$ cat src/rtl/mem_access_unit.sv
// rtl/mem_access_unit.sv - memory stage: dmem req/ack transaction, lane alignment, load extension, writeback
// Optional feature macro: MISALIGN_TRAP_EN (misaligned half/word raises bus_err without a bus request).
module mem_access_unit #(
  parameter int TIMEOUT_CYCLES = 16
) (
  input  logic        clk_i,
  input  logic        rst_ni,
  input  logic        in_valid_i,
  output logic        in_ready_o,
  input  logic        is_load_i,
  input  logic        is_store_i,
  input  logic [2:0]  funct3_i,
  input  logic [31:0] mem_address_i,
  input  logic [31:0] store_data_i,
  input  logic [31:0] alu_result_i,
  input  logic [4:0]  rd_i,
  output logic        dmem_req_o,
  output logic        dmem_we_o,
  output logic [31:0] dmem_addr_o,
  output logic [31:0] dmem_wdata_o,
  output logic [3:0]  dmem_be_o,
  input  logic        dmem_ack_i,
  input  logic [31:0] dmem_rdata_i,
  output logic        wb_valid_o,
  output logic        wb_we_o,
  output logic [4:0]  wb_rd_o,
  output logic [31:0] wb_data_o,
  output logic        bus_err_o
);

  localparam int CW = (TIMEOUT_CYCLES > 2) ? $clog2(TIMEOUT_CYCLES) : 1;
  localparam logic [CW-1:0] CNT_LAST = CW'(TIMEOUT_CYCLES - 1);

  typedef enum logic [1:0] {IDLE, ACCESS, RESP} state_t;

  state_t      state_q;
  logic [CW-1:0] cnt_q;
  logic        req_q, we_q, wb_valid_q, wb_we_q, bus_err_q;
  logic [31:0] addr_q, wdata_q, wb_data_q;
  logic [3:0]  be_q;
  logic [4:0]  wb_rd_q;
  logic        is_load_q, byte_q, half_q, signed_q;
  logic [1:0]  lo_q;

  logic        is_byte_d, is_half_d, misalign_d;
  logic [3:0]  be_d;
  logic [31:0] wdata_d, load_data_d, byte_shift;
  logic [15:0] half_sel;

  // Undefined width codes fall through to a word access; 100/101 are loads-only.
  always_comb begin
    is_byte_d = (funct3_i == 3'b000) || (is_load_i && funct3_i == 3'b100);
    is_half_d = (funct3_i == 3'b001) || (is_load_i && funct3_i == 3'b101);
    be_d      = 4'b1111;
    wdata_d   = store_data_i;
    if (is_byte_d) begin
      be_d    = 4'b0001 << mem_address_i[1:0];
      wdata_d = {4{store_data_i[7:0]}};
    end else if (is_half_d) begin
      be_d    = 4'b0011 << {mem_address_i[1], 1'b0};
      wdata_d = {2{store_data_i[15:0]}};
    end
`ifdef MISALIGN_TRAP_EN
    misalign_d = (is_half_d && mem_address_i[0]) ||
                 (!is_byte_d && !is_half_d && (mem_address_i[1:0] != 2'b00));
`else
    misalign_d = 1'b0;
`endif
  end

  always_comb begin
    byte_shift  = dmem_rdata_i >> {lo_q, 3'b000};
    half_sel    = lo_q[1] ? dmem_rdata_i[31:16] : dmem_rdata_i[15:0];
    load_data_d = dmem_rdata_i;
    if (byte_q)
      load_data_d = signed_q ? {{24{byte_shift[7]}}, byte_shift[7:0]} : {24'b0, byte_shift[7:0]};
    else if (half_q)
      load_data_d = signed_q ? {{16{half_sel[15]}}, half_sel} : {16'b0, half_sel};
  end

  always_ff @(posedge clk_i or negedge rst_ni) begin
    if (!rst_ni) begin
      state_q    <= IDLE;
      cnt_q      <= '0;
      req_q      <= 1'b0;
      we_q       <= 1'b0;
      addr_q     <= '0;
      wdata_q    <= '0;
      be_q       <= '0;
      wb_valid_q <= 1'b0;
      wb_we_q    <= 1'b0;
      wb_rd_q    <= '0;
      wb_data_q  <= '0;
      bus_err_q  <= 1'b0;
      is_load_q  <= 1'b0;
      byte_q     <= 1'b0;
      half_q     <= 1'b0;
      signed_q   <= 1'b0;
      lo_q       <= '0;
    end else begin
      wb_valid_q <= 1'b0;
      wb_we_q    <= 1'b0;
      bus_err_q  <= 1'b0;
      case (state_q)
        IDLE: begin
          if (in_valid_i) begin
            wb_rd_q <= rd_i;
            if (is_load_i || is_store_i) begin
              if (misalign_d) begin
                wb_valid_q <= 1'b1;
                bus_err_q  <= 1'b1;
                wb_data_q  <= '0;
                state_q    <= RESP;
              end else begin
                req_q     <= 1'b1;
                we_q      <= is_store_i;
                addr_q    <= {mem_address_i[31:2], 2'b00};
                wdata_q   <= wdata_d;
                be_q      <= be_d;
                is_load_q <= is_load_i;
                byte_q    <= is_byte_d;
                half_q    <= is_half_d;
                signed_q  <= ~funct3_i[2];
                lo_q      <= mem_address_i[1:0];
                cnt_q     <= '0;
                state_q   <= ACCESS;
              end
            end else begin
              wb_valid_q <= 1'b1;
              wb_we_q    <= (rd_i != 5'd0);
              wb_data_q  <= alu_result_i;
            end
          end
        end
        ACCESS: begin
          if (dmem_ack_i) begin
            req_q      <= 1'b0;
            wb_valid_q <= 1'b1;
            wb_we_q    <= is_load_q && (wb_rd_q != 5'd0);
            wb_data_q  <= is_load_q ? load_data_d : 32'd0;
            cnt_q      <= '0;
            state_q    <= RESP;
          end else if (cnt_q == CNT_LAST) begin
            req_q      <= 1'b0;
            wb_valid_q <= 1'b1;
            bus_err_q  <= 1'b1;
            wb_data_q  <= '0;
            cnt_q      <= '0;
            state_q    <= RESP;
          end else begin
            cnt_q <= cnt_q + 1'b1;
          end
        end
        RESP:    state_q <= IDLE;
        default: state_q <= IDLE;
      endcase
    end
  end

  assign in_ready_o   = (state_q == IDLE);
  assign dmem_req_o   = req_q;
  assign dmem_we_o    = we_q;
  assign dmem_addr_o  = addr_q;
  assign dmem_wdata_o = wdata_q;
  assign dmem_be_o    = be_q;
  assign wb_valid_o   = wb_valid_q;
  assign wb_we_o      = wb_we_q;
  assign wb_rd_o      = wb_rd_q;
  assign wb_data_o    = wb_data_q;
  assign bus_err_o    = bus_err_q;

endmodule
$ cat config.mk
export PLATFORM = sky130hd
export DESIGN_NAME = mem_access_unit
export DESIGN_NICKNAME = d
export VERILOG_FILES = /design/src/rtl/mem_access_unit.sv
export SDC_FILE = /design/constraint.sdc
export NUM_CORES = 1
export LEC_CHECK = 0
export ABC_AREA = 1
export BUFFER_PORTS_ARGS = -buffer_cell sky130_fd_sc_hd__buf_2
export CAP_MARGIN = 40
export CORE_AREA = 2 2 82 163
export CTS_BUF_LIST = sky130_fd_sc_hd__clkbuf_2 sky130_fd_sc_hd__clkbuf_4 sky130_fd_sc_hd__clkbuf_8
export DETAILED_ROUTE_END_ITERATION = 7
export DIE_AREA = 0 0 84 165
export GPL_ROUTABILITY_DRIVEN = 0
export PLACE_DENSITY = 0.88
export SETUP_SLACK_MARGIN = 0.05
export SLEW_MARGIN = 5
export SYNTH_ARGS = -nofsm -noshare
export SYNTH_HDL_FRONTEND = slang
export SYNTH_SLANG_ARGS = --single-unit
$ cat constraint.sdc
create_clock -name clk_i -period 3.2 [get_ports clk_i]
set_clock_uncertainty 0.05 [all_clocks]
set_input_delay 0.16 -clock clk_i [delete_from_list [all_inputs] [get_ports clk_i]]
set_output_delay 0.16 -clock clk_i [all_outputs]
set_load 0.005 [all_outputs]
==> impl_metrics.tcl, run 1 <==
set metrics [dict create \
    period_needed_ps 2490 \
    drv_slew 0 \
    numPortBuffers 250 \
    routed_wl_um 22100 \
    utilization_pct 68.9 \
    ctsResizeCount 0 \
    post_cts_buffers 0 \
    cp.required_ps 3470 \
    grt_usage_pct 31.5 \
    cts_tree "built" \
    final.period_utilization_pct 77.7 \
    root_buffer "clkbuf_8" \
    synth_seq_cells 120 \
    cts_made_buffers 17 \
    grt_pass1_vias 7048 \
    drt_iter0_drc 457 \
    dr.pass1.iters 5 \
    place_hpwl_um 14300 \
    final-setup-viol-count 0 \
    clock_latency_ps 430 \
    yosys-top-cells-area "dfrtp_1 48%, nand2_1 14%, nor2_1 6.6%" \
    wl_per_cell_um 17.2 \
    synth_cells 813 \
    critPathCaptureType "register" \
    synth_top_area_share_pct 48.3 \
    totalPowerFinal_mw 6.15 \
    crit_arrival_ps 2750 \
    io_pins 253 \
    ys_types 38 \
    antenna_found_initial 1 \
    hold_viol 0 \
    synth_common_cells "234 x nand2_1, 120 x dfrtp_1, 110 x nor2_1, 62 x inv_1, 53 x nand3_1" \
    final.setup.tns_ps 0 \
    cts_buffer_depth 2 \
    synth.avg_cell_area_um2 7.65 \
    clock-sinks 120 \
    synth_flop_cell "dfrtp_1" \
    p_per_area_nw_per_um2 711 \
    grt-ovfl-total 0 \
    holdCritPathClass "input port to register" \
    crit_type "register to register" \
    clk_pin_slew_worst_paths_ps 80 \
    synth-seq-area-share_pct 48.3 \
    drive_above_1_share_pct 28.5 \
    die_h_um 165 \
    worst_setup_path_start_kind "register" \
    post-synth-top-count-cell "nand2_1" \
    async_reset_ff_share_pct 100 \
    dieArea_um2 13900 \
    die_x_um 84 \
    max_freq_ghz 0.402 \
    num_rows 58 \
    area_delta_synth_final_pct 39.1 \
    avgViaCountPerCell 5.50 \
    final_nets 1260 \
    rsz0062_at_grt "false" \
    worst_pin_slew_ps 859 \
    synth_area_um2 6220 \
    outcome "finished, final reports clean" \
    coreArea_um2 12600 \
    num-fill-cells 964 \
    synth_area_leader_cell "dfrtp_1" \
    ctsHoldBuffers 74 \
    synth_edf_count 0 \
    setup_ws_ps 715 \
    htree_levels 4 \
    max-cap-violations 0 \
    drc 0 \
    antenna_left 0 \
    slew-limit-headroom_pct 42.6 \
    p_leak_nw 4.61 \
    start_util_pct 49.5 \
    grt_pass1_wl_um 34200 \
    place_ws_ps 1010 \
    vias 7041 \
    synth.yosys.warnings 0 \
    crit_fanout 70 \
    grt_start_max_net_pins 71 \
    peakVddDrop_mv 0.390 \
]
## cell usage in the layout, fill, tap and decap left out, types with 2 or more instances in the layout
cell,n
clkinv_2,3
mux2_2,2
dfrtp_1,120
o21ai_0,22
nor2_1,110
a31oi_1,7
o211ai_1,20
inv_2,10
nand3_1,53
conb_1,2
inv_1,62
diode_2,2
o21ai_1,25
buf_12,2
nor3_1,2
buf_4,5
clkbuf_8,17
nand2_1,234
inv_6,4
nand3_2,3
or2_2,7
clkinvlp_4,2
dlygate4sd3_1,74
a21oi_1,51
bufinv_16,3
or2_1,6
a22oi_1,6
buf_2,249
a2bb2oi_2,7
a21boi_1,6
clkinv_4,2
## area by class of cell
class | instances | area (um2) | share of cell area [%]
diodes | 2 | 5.00 | 0.0578
multi-input cells | 575 | 2710 | 31.3
flip-flops and latches | 120 | 3000 | 34.7
clock buffers | 17 | 234 | 2.70
inverters | 73 | 274 | 3.17
clock inverters | 14 | 173 | 2.00
repair buffers | 330 | 2060 | 23.9
well taps | 150 | 188 | 2.17
## where the power goes
part / switching [mW] / leakage [nW] / internal [mW]
sequential: 0.411 / 1.43 / 2.07
clock: 0.658 / 0.203 / 0.773
combinational: 1.25 / 2.97 / 0.984
## stage by stage
stage	hold WS, ps	std cells	instance area (um2)
finish	31.3	1281	8650
global route	33.3	1280	8650
CTS	5.98	1279	8650
detailed placement	209	1174	7500
global placement	199	1174	7500
floorplan	-186	814	6220
## layer usage
layer  global-route usage [%]  vias to the layer above  wire length, um
met5                        0                        -                0
met3                     5.55                      103             1320
met1                     31.9                     3309             7320
met4                     19.6                        0             1230
li1                         -                     3216                -
met2                     58.9                      413            12200
## sequential cells by signal (all words and copies together) (netlist names)
name and count:
wb_rd_o 5, dmem_req_o 1, wb_we_o 1, dmem_we_o 1, byte_q 1, cnt_q 4, wb_data_o 32, half_q 1
dmem_addr_o 30, state_q 2, dmem_wdata_o 32, is_load_q 1, bus_err_o 1, signed_q 1, wb_valid_o 1, dmem_be_o 4
lo_q 2
## kinds of logic after synthesis
group | share of synthesized area [%]
AND/OR/NAND/NOR | 28.1
AO/OA/AOI/OAI | 14.8
flip-flops | 48.3
buffers and inverters | 8.19
multiplexers | 0.362
adder cells (fa/ha/maj) | 0.201
other | 0.0603
## worst max-delay path: stages, from the launching register on
cell and delay, ps:
dfrtp_1 490, nor2_2 110, nand3_2 100, buf_4 590
nor2_1 220, nand2_1 120, o211ai_1 80, dlygate4sd3_1 590
## final timing paths
path,slack (ps),cells past startpoint,startpoint,end
worst max-delay path,710,7,state_q[1],dmem_wdata_o[15]
worst min-delay path,30,5,alu_result_i[19],wb_data_o[19]
worst max register to register,710,7,state_q[1],dmem_wdata_o[15]
worst min register to register,430,2,dmem_addr_o[22],dmem_addr_o[22]
max in group asynchronous,2010,3,rst_ni,dmem_wdata_o[9]
min in group asynchronous,260,2,rst_ni,dmem_wdata_o[4]
Power figures use the tool's default switching activity.
==> run 2: changes to the inputs <==
CORE_AREA = 2 2 87 172   (was 2 2 82 163)
DIE_AREA = 0 0 89 174   (was 0 0 84 165)
PLACE_DENSITY = 0.84   (was 0.88)
clock period = 2 ns   (was 3.2 ns; I/O delays follow)
==> run 2 against run 1 <==
Against the previous run: flip-flop and latch count unchanged; largest cell class unchanged; combinational power increased by 67%; register-to-register slack got worse by 460 ps; via count decreased by 0.47%; count of clock-buffer cells in the layout increased by 2; first-iteration DRC count decreased by 26%.
==> impl_metrics.tcl, run 2 (same netlist as run 1, synthesis figures left out) <==
set metrics [dict create \
    place_area_um2 7670 \
    wl_per_cell_um 16.5 \
    clk_pin_slew_worst_paths_ps 70 \
    routed_wl_um 22400 \
    num_rows 62 \
    p_per_area_nw_per_um2 1110 \
    clock_latency_ps 430 \
    dr.pass1.iters 7 \
    crit_type "register to register" \
    avgViaCountPerCell 5.15 \
    crit_arrival_ps 2040 \
    grt_pass1_vias 7180 \
    period_needed_ps 1750 \
    layout.cells.non_filler 1361 \
    crit_family "simple AND/OR/NAND/NOR gates" \
    crit_fanout 24 \
    cp.required_ps 2300 \
    max-cap-violations 0 \
    setup_ws_ps 255 \
    numPortBuffers 250 \
    path_cells "nor2_8 -> nand3_4 -> a21oi_4 -> buf_4 -> nand3_1 -> a21oi_1" \
    antenna_cells 0 \
    cpPeakStageDelay_ps 460 \
    p_leak_nw 4.81 \
    crit_path_top_delay_cell "dfrtp_1" \
    post_cts_buffers 0 \
    grt_usage_pct 29.6 \
    grt-ovfl-total 0 \
    fin_area_um2 9160 \
    coreArea_um2 14300 \
    vias 7008 \
    worst_pin_slew_ps 705 \
    rsz0062_at_grt "false" \
    cts_made_buffers 17 \
    final_cell_mix "249 x buf_2, 234 x nand2_1, 120 x dfrtp_1, 110 x nor2_1, 102 x dlygate4sd3_1" \
    totalPowerFinal_mw 10.2 \
    start_util_pct 43.6 \
    peakVddDrop_mv 0.689 \
    die_h_um 174 \
    clock-sinks 120 \
    final.setup.tns_ps 0 \
    hold_viol 0 \
    worst_setup_path_start_kind "register" \
    grt_pass1_wl_um 35500 \
    drv_slew 0 \
    antenna_found_initial 0 \
    area_delta_synth_final_pct 47.2 \
    dp.cells 1227 \
    die_x_um 89 \
    max_freq_ghz 0.573 \
    final_nets 1299 \
    place_ws_ps 233 \
    outcome "finished, final reports clean" \
    root_buffer "clkbuf_8" \
    io_pins 253 \
    final_common_cell "buf_2" \
    cts_tree "built" \
    dieArea_um2 15500 \
    grt_start_max_net_pins 42 \
    final-setup-viol-count 0 \
    crit_buf_inv 1 \
    critPathCaptureType "register" \
    place_hpwl_um 15200 \
    drive_above_1_share_pct 28.6 \
    drt_iter0_drc 338 \
    drc 0 \
    htree_levels 4 \
    final.period_utilization_pct 87.3 \
    cts_buffer_depth 2 \
    antenna_left 0 \
    holdCritPathClass "input port to register" \
    slew-limit-headroom_pct 52.8 \
]
==> run 2: tightest hold or removal path: cells and delay by family <==
family	cells	cell delay [ps]
AND/OR/NAND/NOR	2	150
buffers and inverters	2	150
AO/OA/AOI/OAI	1	70
==> run 2: where the power goes <==
part / internal (mW) / total (mW) / leakage [nW] / switching [mW]
sequential: 3.31 / 3.93 / 1.43 / 0.622
combinational: 1.68 / 3.73 / 3.15 / 2.05
clock: 1.44 / 2.50 / 0.223 / 1.07
==> run 2: layout make-up <==
cell class              count  area, um2
clock buffers              19        262
clock inverters            13        193
fillers                  1241       5120
inverters                  73        274
multi-input cells         575       2720
flip-flops and latches    120       3000
well taps                 192        240
repair buffers            369       2460
==> run 2: metal layers <==
| layer | share of wire [%] | track usage (%) |
|---|---|---|
| met2 | 55 | 52.8 |
| met1 | 34 | 31.1 |
| met5 | 0 | 0 |
| met3 | 5.4 | 4.70 |
| met4 | 6.2 | 17.8 |
==> run 2: what timing repair did <==
item	CTS	global route
hold endpoints to repair	145	0
gates resized for setup	0	1
endpoints found under the setup margin	0	1
hold buffers	102	0
==> run 2: worst paths after layout <==
path	from	end	slack, ps	depth (start not counted)
min in group asynchronous	rst_ni	dmem_addr_o[26]	160	2
setup / recovery	state_q[1]	wb_data_o[29]	250	6
hold reg to reg	dmem_wdata_o[4]	dmem_wdata_o[4]	430	2
hold / removal	alu_result_i[25]	wb_data_o[25]	30	5
setup reg to reg	state_q[1]	wb_data_o[29]	250	6
max in group asynchronous	rst_ni	dmem_be_o[2]	1100	3
==> run 2: stage by stage <==
stage	util, %	hold slack [ps]
floorplan	-	-246
global placement	53.8	71.5
detailed placement	53.8	77.6
CTS	64.1	4.03
global route	64.1	35.5
finish	64.1	30.9
